<file path="src/rtl/skinny_sbox_layer_scheduler.sv">
// Time-multiplexes one masked Skinny-64 S-box gadget across every nibble of a
// two-share state, holding gadget inputs and randomness stable for its latency.
module skinny_sbox_layer_scheduler #(
  parameter int NIBBLES      = 16,
  parameter int SBOX_LATENCY = 2
) (
  input  logic                   clk,
  input  logic                   rst,
  input  logic                   start,
  input  logic [4*NIBBLES-1:0]   state_s0,
  input  logic [4*NIBBLES-1:0]   state_s1,
  input  logic [3:0]             rnd_in,
  input  logic                   rnd_valid,
  output logic                   rnd_ready,
  output logic [3:0]             sb_in_s0,
  output logic [3:0]             sb_in_s1,
  output logic [3:0]             sb_fresh,
  input  logic [3:0]             sb_out_s0,
  input  logic [3:0]             sb_out_s1,
  output logic [4*NIBBLES-1:0]   res_s0,
  output logic [4*NIBBLES-1:0]   res_s1,
  output logic                   busy,
  output logic                   done
);

  localparam int IW = (NIBBLES > 1) ? $clog2(NIBBLES) : 1;
  localparam int CW = (SBOX_LATENCY > 1) ? $clog2(SBOX_LATENCY) : 1;

  typedef enum logic [2:0] {
    S_IDLE    = 3'd0,
    S_FETCH   = 3'd1,
    S_EVAL    = 3'd2,
    S_CAPTURE = 3'd3,
    S_DONE    = 3'd4
  } state_t;

  state_t               r_state;
  logic [4*NIBBLES-1:0] r_sh0;
  logic [4*NIBBLES-1:0] r_sh1;
  logic [4*NIBBLES-1:0] r_res0;
  logic [4*NIBBLES-1:0] r_res1;
  logic [IW-1:0]        r_idx;
  logic [CW-1:0]        r_cnt;
  logic [3:0]           r_sb_s0;
  logic [3:0]           r_sb_s1;
  logic [3:0]           r_fresh;
  logic                 r_busy;
  logic                 r_done;
  logic                 r_rnd_ready;

  logic                 w_last_nibble;
  logic                 w_eval_last;

  assign w_last_nibble = (r_idx == IW'(NIBBLES - 1));
  assign w_eval_last   = (r_cnt == CW'(SBOX_LATENCY - 1));

  // Share 0 and share 1 live in separate registers end to end; they are never
  // combined, so the gadget inputs only move on the FETCH->EVAL edge.
  always_ff @(posedge clk or negedge rst) begin
    if (!rst) begin
      r_state     <= S_IDLE;
      r_sh0       <= '0;
      r_sh1       <= '0;
      r_res0      <= '0;
      r_res1      <= '0;
      r_idx       <= '0;
      r_cnt       <= '0;
      r_sb_s0     <= '0;
      r_sb_s1     <= '0;
      r_fresh     <= '0;
      r_busy      <= 1'b0;
      r_done      <= 1'b0;
      r_rnd_ready <= 1'b0;
    end else begin
      r_done <= 1'b0;
      case (r_state)
        S_IDLE: begin
          if (start) begin
            r_sh0       <= state_s0;
            r_sh1       <= state_s1;
            r_idx       <= '0;
            r_res0      <= '0;
            r_res1      <= '0;
            r_busy      <= 1'b1;
            r_rnd_ready <= 1'b1;
            r_state     <= S_FETCH;
          end
        end
        S_FETCH: begin
          if (rnd_valid) begin
            r_sb_s0     <= r_sh0[4*r_idx +: 4];
            r_sb_s1     <= r_sh1[4*r_idx +: 4];
            r_fresh     <= rnd_in;
            r_cnt       <= '0;
            r_rnd_ready <= 1'b0;
            r_state     <= S_EVAL;
          end
        end
        S_EVAL: begin
          r_cnt <= r_cnt + 1'b1;
          if (w_eval_last) begin
            r_state <= S_CAPTURE;
          end
        end
        S_CAPTURE: begin
          r_res0[4*r_idx +: 4] <= sb_out_s0;
          r_res1[4*r_idx +: 4] <= sb_out_s1;
          if (w_last_nibble) begin
            r_done  <= 1'b1;
            r_state <= S_DONE;
          end else begin
            r_idx       <= r_idx + 1'b1;
            r_rnd_ready <= 1'b1;
            r_state     <= S_FETCH;
          end
        end
        S_DONE: begin
          r_busy  <= 1'b0;
          r_state <= S_IDLE;
        end
        default: begin
          r_busy      <= 1'b0;
          r_rnd_ready <= 1'b0;
          r_state     <= S_IDLE;
        end
      endcase
    end
  end

  assign rnd_ready = r_rnd_ready;
  assign sb_in_s0  = r_sb_s0;
  assign sb_in_s1  = r_sb_s1;
  assign sb_fresh  = r_fresh;
  assign res_s0    = r_res0;
  assign res_s1    = r_res1;
  assign busy      = r_busy;
  assign done      = r_done;

endmodule

</file>
<file path="config.mk">
export PLATFORM = sky130hd
export DESIGN_NAME = skinny_sbox_layer_scheduler
export DESIGN_NICKNAME = d
export VERILOG_FILES = /design/src/rtl/skinny_sbox_layer_scheduler.sv
export SDC_FILE = /design/constraint.sdc
export NUM_CORES = 1
export LEC_CHECK = 0
export ABC_AREA = 1
export BUFFER_PORTS_ARGS = -buffer_cell sky130_fd_sc_hd__buf_2
export CORE_MARGIN = 1
export CORE_UTILIZATION = 45
export CTS_CLUSTER_DIAMETER = 80
export DETAILED_ROUTE_END_ITERATION = 7
export PLACE_DENSITY_LB_ADDON = 0.3
export SYNTH_ARGS = -nofsm -noshare
export SYNTH_HDL_FRONTEND = slang
export SYNTH_SLANG_ARGS = --single-unit
</file>
<file path="constraint.sdc">
create_clock -name clk -period 3.1 [get_ports clk]
set_clock_uncertainty 0.1 [all_clocks]
set_input_delay 0.465 -clock clk [delete_from_list [all_inputs] [get_ports clk]]
set_output_delay 0.465 -clock clk [all_outputs]
set_load 0.03 [all_outputs]
</file>
==> impl_metrics.py <==
metrics = {
    "logic_synthesis": {
        "synth_area_leaders": "dfrtp_1 (57%), nand2_1 (17%), o21ai_0 (5.2%)",
        "synth_fa_ha_area_frac": 0.00305,
        "synth.mux.area_fraction": 0,
        "syn_nets": 1619,
        "yosys_warnings": 0,
        "synth_top_area_share": 0.566,
        "syn_area_um2": 12300,
        "ys_ff_latch": 279,
        "synth_xor_xnor_area_share": 0,
        "synth_simple_gate_area_share": 0.254,
        "ys_types": 33,
        "synth_cells": 1472,
        "syn_area_per_cell_um2": 8.37,
        "synth_top_family_by_area": "simple AND/OR/NAND/NOR gates",
        "synth_edf_count": 0,
        "synthArstFlopShare": 1.00,
        "synth_flop_cell": "dfrtp_1",
        "synth_area_leader_cell": "dfrtp_1",
        "ys_seq_area_frac": 0.566,
        "synth_compound_area_frac": 0.119,
    },
    "clock_tree": {
        "clkSinkCount": 279,
        "cts_resized": 0,
        "numCtsBuffers": 30,
        "h-tree-depth": 1,
        "cts_tree": "yes",
        "clk_latency_ns": 0.54,
        "ctsRootBufferMaster": "clkbuf_16",
        "clk_path_buf_depth": 3,
        "clk_pin_slew_ns": 0.06,
        "postCtsSetupRepairBufs": 0,
    },
    "placed_design": {
        "gp_congestion": 0.871,
        "dp_hpwl_um": 24500,
        "portBuffers": 286,
    },
    "floorplanning": {
        "start_util": 0.459,
        "dieArea_um2": 28100,
        "die_w_um": 168,
        "core_um2": 26900,
        "rows": 60,
        "fp.dieH_um": 168,
        "ioPinCount": 287,
    },
    "setup_path": {
        "r2r_slack_ns": 0.46,
        "required_ns": 3.42,
        "critPathMaxFanout": 19,
        "crit_path_start_kind": "register",
        "r2r_start": "r_idx[0]",
        "critPathKind": "register to register",
        "cp-end-kind": "register",
        "worst_r2r_path_depth": 10,
        "worstPathArrival_ns": 2.96,
        "r2r_end": "res_s0[28]",
    },
    "layout": {
        "final_cell_mix": "nand2_1 (569), buf_2 (285), dfrtp_1 (277)",
        "layout_commonest_cell": "nand2_1",
        "fin_util": 0.566,
        "fill_cells": 2484,
        "areaGrowthSynthToFinish_pct": 23.3,
        "nets": 1893,
        "drive_above_1_share": 0.226,
    },
    "global_route": {
        "grt_pass1_vias": 10600,
        "grt_util_all_layers": 0.251,
        "busiest_layer": "met2",
        "met3_usage": 0.0416,
        "grt_overflow_total": 0,
        "grt_use_met2": 0.406,
        "grt_pass1_wl_um": 56100,
        "antenna_found_initial": 0,
        "grt_max_degree": 121,
        "grt_util_met1": 0.346,
    },
    "min_path": {
        "worstHoldStart": "rnd_in[3]",
        "hold_class": "primary input to register",
        "holdPathEnd": "sb_fresh[3]",
        "worstHoldPathCells": 3,
    },
    "power": {
        "leakagePower_uw": 0.00791,
        "power_density_nw_per_um2": 884,
        "ir_drop_uv": 642,
    },
    "sta": {
        "setup_viol_count_final": 0,
        "max_freq_ghz": 0.379,
        "rsz0062_at_grt": "false",
        "hold_viol": 0,
        "finalCritPeriodShare": 0.851,
        "slew_headroom": 0.259,
        "tightest_slew_ns": 1.11,
        "slew_viol_final": 0,
        "whs_ns": 0.0176,
        "totalNegativeSetupSlack_ns": 0,
        "fin_crit_ns": 2.64,
    },
    "route": {
        "via_per_inst": 5.15,
        "drtIter0Drc": 1053,
        "route.detailed.drc": 0,
        "wl_per_cell_um": 16.3,
        "vias": 10900,
        "ant_nets": 0,
        "wl_um": 34300,
        "drt-pass1-iter-count": 6,
    },
    "run_status": {
        "outcome": "finished clean",
    },
    "job": {
        "maxCapViolCount": 0,
    },
}
## kinds of logic after synthesis
family / Yosys count
simple gates: 739
flops: 279
compound gates: 275
buf+inv: 176
fa+ha+maj: 3
## worst max path at each step
stage | from | to | slack, ns | cells past startpoint
floorplan | r_idx[2] | res_s0[60] | 0.68 | 11
CTS | r_idx[0] | res_s1[31] | 0.49 | 10
global route | r_idx[0] | res_s1[20] | 0.15 | 8
global placement | r_idx[2] | res_s0[44] | 0.54 | 11
detailed placement | r_idx[0] | res_s0[6] | 0.50 | 8
finish | r_idx[0] | res_s0[28] | 0.46 | 10
## cell usage after synthesis (25+ instances only)
| master | instances |
|---|---|
| nand2_1 | 569 |
| dfrtp_1 | 279 |
| o21ai_0 | 129 |
| inv_1 | 98 |
| nand3_1 | 81 |
| o21ai_1 | 67 |
| a21oi_1 | 42 |
| nor2_1 | 33 |
| buf_2 | 29 |
| clkbuf_1 | 26 |
| o211ai_1 | 25 |
## metrics by stage
| stage | cells | worst slack, ns | total power [uW] | cell area (um2) |
|---|---|---|---|---|
| final | 2111 | 0.462 | 13400 | 15200 |
| after CTS | 2110 | 0.486 | 13500 | 15200 |
| after detailed placement | 2051 | 0.503 | 9720 | 14100 |
| after global routing | 2110 | 0.151 | 14400 | 15200 |
| after global placement | 2051 | 0.544 | 9600 | 14100 |
| after floorplan | 1472 | 0.680 | 8430 | 12300 |
## layer usage
metal	vias up	wire length, um
li1	5289	-
met1	5092	15000
met2	421	16000
met3	69	2250
met4	0	1100
met5	-	0
## flip-flops by register name, indices dropped and copies added (netlist names)
register	cells
res_s1	64
r_sh1	64
r_sh0	64
r_state	3
res_s0	64
rnd_ready	1
sb_in_s1	4
busy	1
r_cnt	1
r_idx	4
sb_in_s0	4
done	1
sb_fresh	4
## cell type report
| cell class | count | area [um2] | share of cell area |
|---|---|---|---|
| clock inverter | 11 | 158 | 0.0104 |
| clock buffer | 44 | 895 | 0.0589 |
| multi-input combinational | 1017 | 4640 | 0.305 |
| tap | 341 | 427 | 0.0281 |
| inverter | 109 | 417 | 0.0274 |
| sequential | 279 | 6990 | 0.460 |
| antenna | 1 | 2.50 | 0.000165 |
| timing repair buffer | 309 | 1670 | 0.110 |
## power by group
part,switching [uW],internal (uW)
registers,397,4580
logic,3350,1350
clock network,1440,2320
## what timing repair did
item                       4_1_cts  5_1_grt
hold buffers                     4        0
setup endpoints to repair        0        0
hold endpoints to repair        79        0
## critical path, stage by stage, from the launching register on
cell,delay [ns]
dfrtp_4,0.48
inv_2,0.25
ha_1,0.31
inv_1,0.40
nand2_1,0.19
nor2_1,0.16
nand2_1,0.20
nand2_1,0.13
nand2_2,0.11
nand2_1,0.10
o21ai_0,0.08
Power figures use the tool's default switching activity.
